==> config.mk <==
export PLATFORM = sky130hd
export DESIGN_NAME = tank_level_emulator
export DESIGN_NICKNAME = d
export VERILOG_FILES = /design/src/rtl/tank_level_emulator.sv
export SDC_FILE = /design/constraint.sdc
export NUM_CORES = 1
export LEC_CHECK = 0
export ABC_AREA = 1
export BUFFER_PORTS_ARGS = -buffer_cell sky130_fd_sc_hd__buf_2
export CAP_MARGIN = 15
export CORE_UTILIZATION = 39
export DETAILED_ROUTE_END_ITERATION = 16
export PLACE_DENSITY = 0.71
export SYNTH_ARGS = -nofsm -noshare
export SYNTH_HDL_FRONTEND = slang
export SYNTH_SLANG_ARGS = --single-unit
==> constraint.sdc <==
create_clock -name clk -period 3.51 [get_ports clk]
set_input_delay 0.351 -clock clk [delete_from_list [all_inputs] [get_ports clk]]
set_output_delay 0.351 -clock clk [all_outputs]
set_load 0.02 [all_outputs]
==> src/rtl/tank_level_emulator.sv <==
// Water tank model: integrates inlet fill and outlet drain into a saturating level,
// then thermometer-encodes it onto the H/M/L probes with optional fault overrides.
module tank_level_emulator #(
  parameter int LEVEL_W   = 8,
  parameter int L_THRESH  = 32,
  parameter int M_THRESH  = 128,
  parameter int H_THRESH  = 224,
  parameter int FILL_DIV  = 4,
  parameter int DRAIN_DIV = 8,
  parameter int CNT_W     = 8
) (
  input  logic               clk,
  input  logic               rst_n,
  input  logic               Ve,
  input  logic               Consumo,
  input  logic               Load,
  input  logic [LEVEL_W-1:0] Load_val,
  input  logic [1:0]         Fault,
  input  logic               Clr,
  output logic               H,
  output logic               M,
  output logic               L,
  output logic [LEVEL_W-1:0] Level,
  output logic               Overflow,
  output logic               Underflow
);

  localparam logic [LEVEL_W-1:0] LP_L_TH   = LEVEL_W'(L_THRESH);
  localparam logic [LEVEL_W-1:0] LP_M_TH   = LEVEL_W'(M_THRESH);
  localparam logic [LEVEL_W-1:0] LP_H_TH   = LEVEL_W'(H_THRESH);
  localparam logic [LEVEL_W-1:0] LP_MAX    = '1;
  localparam logic [CNT_W-1:0]   LP_F_LAST = CNT_W'(FILL_DIV - 1);
  localparam logic [CNT_W-1:0]   LP_D_LAST = CNT_W'(DRAIN_DIV - 1);

  logic [CNT_W-1:0]   r_fill_cnt;
  logic [CNT_W-1:0]   r_drain_cnt;
  logic [LEVEL_W-1:0] r_level;
  logic               r_ovf;
  logic               r_unf;
  logic               r_h;
  logic               r_m;
  logic               r_l;

  logic w_fill_step;
  logic w_drain_step;
  logic w_fill_only;
  logic w_drain_only;
  logic w_ovf_set;
  logic w_unf_set;
  logic w_raw_h;
  logic w_raw_m;
  logic w_raw_l;

  // A step fires on the cycle its prescaler wraps; Load discards it.
  assign w_fill_step  = Ve && (r_fill_cnt == LP_F_LAST);
  assign w_drain_step = Consumo && (r_drain_cnt == LP_D_LAST);
  assign w_fill_only  = !Load && w_fill_step && !w_drain_step;
  assign w_drain_only = !Load && w_drain_step && !w_fill_step;
  assign w_ovf_set    = w_fill_only && (r_level == LP_MAX);
  assign w_unf_set    = w_drain_only && (r_level == '0);

  assign w_raw_l = (r_level >= LP_L_TH);
  assign w_raw_m = (r_level >= LP_M_TH);
  assign w_raw_h = (r_level >= LP_H_TH);

  always_ff @(posedge clk or negedge rst_n) begin
    if (!rst_n) begin
      r_fill_cnt <= '0;
    end else if (Load || !Ve || w_fill_step) begin
      r_fill_cnt <= '0;
    end else begin
      r_fill_cnt <= r_fill_cnt + 1'b1;
    end
  end

  always_ff @(posedge clk or negedge rst_n) begin
    if (!rst_n) begin
      r_drain_cnt <= '0;
    end else if (Load || !Consumo || w_drain_step) begin
      r_drain_cnt <= '0;
    end else begin
      r_drain_cnt <= r_drain_cnt + 1'b1;
    end
  end

  always_ff @(posedge clk or negedge rst_n) begin
    if (!rst_n) begin
      r_level <= '0;
    end else if (Load) begin
      r_level <= Load_val;
    end else if (w_fill_only && (r_level != LP_MAX)) begin
      r_level <= r_level + 1'b1;
    end else if (w_drain_only && (r_level != '0)) begin
      r_level <= r_level - 1'b1;
    end
  end

  // Clear first so a simultaneous set condition wins.
  always_ff @(posedge clk or negedge rst_n) begin
    if (!rst_n) begin
      r_ovf <= 1'b0;
      r_unf <= 1'b0;
    end else begin
      if (Clr) begin
        r_ovf <= 1'b0;
        r_unf <= 1'b0;
      end
      if (w_ovf_set) r_ovf <= 1'b1;
      if (w_unf_set) r_unf <= 1'b1;
    end
  end

  always_ff @(posedge clk or negedge rst_n) begin
    if (!rst_n) begin
      r_h <= 1'b0;
      r_m <= 1'b0;
      r_l <= 1'b0;
    end else begin
      case (Fault)
        2'd1: begin
          r_h <= w_raw_h;
          r_m <= 1'b1;
          r_l <= w_raw_l;
        end
        2'd2: begin
          r_h <= 1'b1;
          r_m <= w_raw_m;
          r_l <= w_raw_l;
        end
        2'd3: begin
          r_h <= 1'b0;
          r_m <= 1'b0;
          r_l <= 1'b0;
        end
        default: begin
          r_h <= w_raw_h;
          r_m <= w_raw_m;
          r_l <= w_raw_l;
        end
      endcase
    end
  end

  assign H         = r_h;
  assign M         = r_m;
  assign L         = r_l;
  assign Level     = r_level;
  assign Overflow  = r_ovf;
  assign Underflow = r_unf;

endmodule

Yosys cells after proc, flatten, opt, wreduce, memory -nomap -nowiden

Index checks and enable logic that the tools add are counted.

Register bits: 29
Word-level logic and storage cells: 57
Input bits: 16
Output and inout bits: 13

Reduce and logical (&&, ||, !) cells: 24
Add/subtract/negate cells: 4
$lt $le $gt $ge: 3
Equal/unequal tests: 7
Multiplexer cells: 11

Operators by type and width:

| operator                                                              | count |
|---|---|
| 8-bit 2-to-1 mux                                                      | 5 |
| 8-bit by 1-bit adder with 8-bit output, second input constant         | 3 |
| 8-bit >= comparator, second input constant                            | 2 |
| 1-bit logical AND                                                     | 10 |
| 8-bit by 2-bit == test with 1-bit output, second input constant       | 1 |
| 8-bit by 3-bit == test with 1-bit output, second input constant       | 1 |
| 8-bit == test, second input constant                                  | 1 |
| 8-bit by 6-bit >= comparator with 1-bit output, second input constant | 1 |
| 8-bit logical NOT                                                     | 1 |
| 8-bit != test, second input constant                                  | 1 |
| 8-bit nonzero test                                                    | 1 |
| 8-bit by 1-bit subtractor with 8-bit output, second input constant    | 1 |
| 1-bit logical NOT                                                     | 5 |
| 2-bit == test, second input constant                                  | 2 |
| 1-bit logical OR                                                      | 4 |
| 1-bit 2-to-1 mux                                                      | 4 |
| 1-bit one-hot mux with 2 select lines                                 | 2 |
| 2-bit nonzero test                                                    | 2 |
| 3-bit nonzero test                                                    | 1 |
| 2-bit by 1-bit == test with 1-bit output, second input constant       | 1 |

Logic depth before layout (Yosys ltp)

Depth after elaboration: 8
Gate-level depth with buffers: 15
Mapped depth without buffers: 15

Least setup slack after synthesis

No wires, ideal clock.

Kind: reg2reg
Start point: reg r_fill_cnt[0]
End point: reg r_level[6], in the netlist Level[6]
Required time: 3.388 ns
Cell stages (with the launch flop): 15
Setup slack: 1.295 ns
Data arrival time: 2.093 ns
Period minus slack after synthesis: 2.215 ns
Buffers on the path: 0
Path through: dfrtp_1 ha_1 nand2_1 inv_1 nand2_1 nor2_2 nand4_4 ha_1 nand2_1 nand2_1 nand2_1 nand3_1 or2_2 a21oi_1 o21ai_1

Word-level cells in the longest chain between the ends: 7
Elaborated cells on any way between the ends: 11
Classes of those cells: 1 x eq/ne; 2 x mux; 8 x reduce/logical

RTL lines:

| element                                    | RTL line | text |
|---|---|---|
| from (decl)                                | 35       | `logic [CNT_W-1:0] r_fill_cnt;` |
| from (signal assigned)                     | 72       | `r_fill_cnt <= r_fill_cnt + 1'b1;` |
| 8-bit by 2-bit == test with 1-bit output * | 55       | `assign w_fill_step = Ve && (r_fill_cnt == LP_F_LAST);` |
| 1-bit logical AND *                        | 55       |  |
| 1-bit logical AND (2 in a row)             | 57       | `assign w_fill_only = !Load && w_fill_step && !w_drain_step;` |
| 1-bit logical AND                          | 91       | `end else if (w_fill_only && (r_level != LP_MAX)) begin` |
| 8-bit 2-to-1 mux                           | 91       |  |
| 8-bit 2-to-1 mux                           | 89       | `end else if (Load) begin` |
| to (signal assigned)                       | 90       | `r_level <= Load_val;` |
| to (signal assigned)                       | 92       | `r_level <= r_level + 1'b1;` |
| to (signal assigned)                       | 94       | `r_level <= r_level - 1'b1;` |
| to (decl)                                  | 37       | `logic [LEVEL_W-1:0] r_level;` |

Mark *: on every way between the ends. The rest lies on a longest branch, timed or not.
A chain may end at the register's enable or synchronous reset.

Worst setup path after layout

Start point: reg r_fill_cnt[0]
End point: reg r_level[7], in the netlist Level[7]

The elaborated chain is that of the path after synthesis.

==> summary by stage <==
Drt
The number of nets still failing antenna checks after routing is 0. Signal routing reaches up to met4. The met3 layer wire length in the routed design is 182 um. The via density per instance is 5.01. For this block, wires on met1 add up to roughly 1800 um.

Dividing the detail-routed wire length by the instance count gives between 10 and 15 um. The number of DRC markers in iteration 0 is 127. The routed wire length is between 3000 and 4000 um.

The total number of vias is between 1000 and 1500. The pre-antenna-repair detailed-routing pass consisted of 4 iterations. The met2 wire length is 1520 um. After detailed routing, the number of remaining DRC violations is 0.

Synthesis
The total of warnings raised by yosys is 0. Of the post-synthesis cell area, the dominant cell type holds approximately 43%. The number of nets produced by synthesis is 236. The flip-flop and latch count after synthesis is 29. Among all flip-flop cells after synthesis, the most frequent one is sky130_fd_sc_hd__dfrtp_1. Synthesis produced 210 cells. The mean instance size in the synthesized netlist is 8.09 um2. The sequential element share of the synthesized area is 42.7%. The fraction of registers with async set or reset after synthesis is between 90% and 100%. The synthesized design spends more area on one cell type than any other, namely sky130_fd_sc_hd__dfrtp_1.

In the post-synthesis netlist, the biggest area contributors are sky130_fd_sc_hd__dfrtp_1, sky130_fd_sc_hd__nand2_1, sky130_fd_sc_hd__ha_1. The number of synthesized flops with an enable pin is 0. The synthesized netlist contains 28 unique library cells. The total standard cell area after synthesis is 1700 um2.

Min path
The worst min-delay path class is in -> async.

Worst setup path
The worst register-to-register path ends at Level[7]. The nature of the critical path endpoint is a register. The worst setup path is launched from a register.

The required time at the worst-slack endpoint is 3.69 ns. The startpoint identified for the worst register-to-register timing path is r_fill_cnt[0]. Data on the critical path arrives at its endpoint at 2.68 ns.

Counting cells, the worst reg-to-reg path comes to 15. The path type of the worst setup path is reg -> reg. The flop-to-flop setup slack is 1.01 ns. The maximum fanout count along the critical path is 10.

Cells and area
The share of layout cells above drive strength 1 is 20.0%. The antenna diode count is 0. The most common library cell in the layout ignoring fill and taps is sky130_fd_sc_hd__nand2_1. The number of nets in the final layout is 270. Compared with the post-synthesis result, the final layout area differs by 18.6%. Summing all non-filler instances in the final layout gives an area of about 2000 um2. In the layout the commonest cells are sky130_fd_sc_hd__nand2_1, sky130_fd_sc_hd__dfrtp_1, sky130_fd_sc_hd__buf_2.

Clock tree
The clock sink total is 29. In this run the deepest clock path goes through 2 buffers. The TritonCTS clock tree is yes. The cell sitting at the root of the clock tree is a sky130_fd_sc_hd__clkbuf_8. Hold repair after CTS inserted 0 buffers. The post-CTS setup repair buffer count is 0. The number of levels in the clock H-tree is 2. The quantity of gates resized following cts is 0. The clock buffer count from CTS is 5. After clock tree synthesis, the clock-pin slew on the worst setup and hold paths is 0.06 ns. The latest clock arrival within the worst-skew pair is 0.29 ns.

Global routing
The first global-routing pass estimated 5940 um of wire. The largest net degree at the start of global routing is 30. The total routing usage reported by global routing is 17.5%. The number of global-route vias before repair is 1335.

The total congestion overflow is 0. The initial antenna violation count is 0.

Floorplanning
Measured along the y axis, the die boundary spans 68.0 um. Row generation in the floorplan step produced 23 rows. The area enclosed by the die boundary is 4620 um2. The starting density of the core is 41.5%.

After floorplanning, the core was sized to cover approximately 4000 um2. The I/O pin count is 29. In this run the horizontal extent of the chip is between 60 and 70 um.

Pwr
The leakage power of the design is 0.990 nW. The total power per unit cell area is 482 nW/um2. VDD sags by at most 0.215 mV.

Timing
After layout, the worst path uses 71.3% of the clock period. The setup violation total in the final timing report is 0. The slew of the pin with the lowest slew margin is between 0.6 and 0.7 ns. The worst pin sits at a relative slew slack of between 50% and 60%. The maximum clock skew at final layout is 0.00815 ns.

The count of endpoints failing hold in the final timing report came to 0. The number of slew-limit violations in the final report is 0. Setup repair after global routing left no endpoint under its margin. For this run, the top clock speed supported by timing is 0.400 GHz. Setup total negative slack on the finished layout was measured at 0 ns. After layout, the minimum clock period comes to approximately 2.5 ns.

Status
The flow ran to the end, and the final reports show no timing, DRC or antenna violations.

Place
The placed standard-cell area is 1900 um2. The quantity of I/O buffers inserted on ports is 28. The HPWL after detailed placement is 2590 um. At the end of routability-driven placement, the weighted congestion stood at slightly above 0.9.

Job
Across the run, the number of max-cap violations was 0.
==> metal layers <==
layer  track usage, %  vias to the layer above
met5                0                        -
met2             26.3                       37
met4             9.38                        0
met3             4.00                        7
met1             23.0                      669
li1                 -                      766
==> cell type report <==
| cell class | instances | area, um2 |
|---|---|---|
| fill | 407 | 2070 |
| multi-input combinational | 159 | 887 |
| sequential | 29 | 726 |
| timing repair buffer | 28 | 140 |
| clock buffer | 7 | 86.3 |
| inverter | 21 | 81.3 |
| tap | 50 | 62.6 |
| clock inverter | 1 | 30.0 |
==> worst max-delay path, stage by stage (launching register included) <==
cell                      delay (ns)
sky130_fd_sc_hd__dfrtp_1        0.37
sky130_fd_sc_hd__ha_1           0.20
sky130_fd_sc_hd__nand2_1        0.07
sky130_fd_sc_hd__inv_1          0.06
sky130_fd_sc_hd__nand2_1        0.06
sky130_fd_sc_hd__nor2_2         0.13
sky130_fd_sc_hd__nand4_4        0.22
sky130_fd_sc_hd__ha_1           0.43
sky130_fd_sc_hd__a21oi_1        0.27
sky130_fd_sc_hd__o21ai_0        0.11
sky130_fd_sc_hd__a21oi_1        0.19
sky130_fd_sc_hd__inv_1          0.06
sky130_fd_sc_hd__nand2_1        0.06
sky130_fd_sc_hd__nand3_1        0.06
sky130_fd_sc_hd__nand2_1        0.07
sky130_fd_sc_hd__nand2_1        0.04
==> metrics by stage <==
step	total power [mW]	util [%]	std cells	worst slack [ns]	hold slack, ns
finish	0.971	49.3	295	1.01	0.0919
global route	1.02	49.3	295	0.734	0.140
CTS	0.980	49.3	295	1.01	0.108
detailed placement	0.617	46.4	287	1.03	0.417
global placement	0.614	46.4	287	1.11	0.415
floorplan	0.546	-	210	1.29	0.0554
==> cell usage after synthesis, types with 3 or more instances <==
master and n:
sky130_fd_sc_hd__a21oi_1 13, sky130_fd_sc_hd__dfrtp_1 29, sky130_fd_sc_hd__ha_1 9, sky130_fd_sc_hd__inv_1 18, sky130_fd_sc_hd__nand2_1 50, sky130_fd_sc_hd__nand2_2 3
sky130_fd_sc_hd__nand3_1 11, sky130_fd_sc_hd__nand4_1 3, sky130_fd_sc_hd__nor2_1 22, sky130_fd_sc_hd__nor2_2 3, sky130_fd_sc_hd__nor3_1 10, sky130_fd_sc_hd__nor3b_1 4
sky130_fd_sc_hd__o211ai_1 4, sky130_fd_sc_hd__o21ai_0 6, sky130_fd_sc_hd__o21ai_1 3, sky130_fd_sc_hd__or2_2 3, sky130_fd_sc_hd__xor2_1 3
==> state kept, by name, summed over array words and instances, names as in the netlist <==
| name | cells |
|---|---|
| H | 1 |
| r_drain_cnt | 8 |
| Underflow | 1 |
| Overflow | 1 |
| M | 1 |
| L | 1 |
| r_fill_cnt | 8 |
| Level | 8 |
==> power breakdown <==
group | total [mW] | switching (mW) | leakage, nW | internal (mW)
Clock | 0.359 | 0.128 | 0.0585 | 0.231
Sequential | 0.388 | 0.0306 | 0.380 | 0.357
Combinational | 0.224 | 0.137 | 0.551 | 0.0874
Total | 0.971 | 0.295 | 0.990 | 0.676
==> worst max path at each step <==
stage,start,to,slack [ns],cells after the start
finish,r_fill_cnt[0],Level[7],1.01,15
global route,r_fill_cnt[0],Level[7],0.73,15
CTS,r_fill_cnt[0],Level[7],1.01,15
detailed placement,r_fill_cnt[0],Level[7],1.03,15
global placement,r_fill_cnt[0],Level[7],1.11,15
floorplan,r_fill_cnt[0],Level[6],1.29,14
==> cell families after synthesis <==
family	after synthesis	synth area share, %
DFF	29	42.7
and+or+nand+nor	113	31.3
adders and majority gates	10	7.81
AOI/OAI and AO/OA	31	10.5
xor gates and xnor gates	5	2.58
buffers and inverters	22	5.01
(Power assumes the default switching activity.)
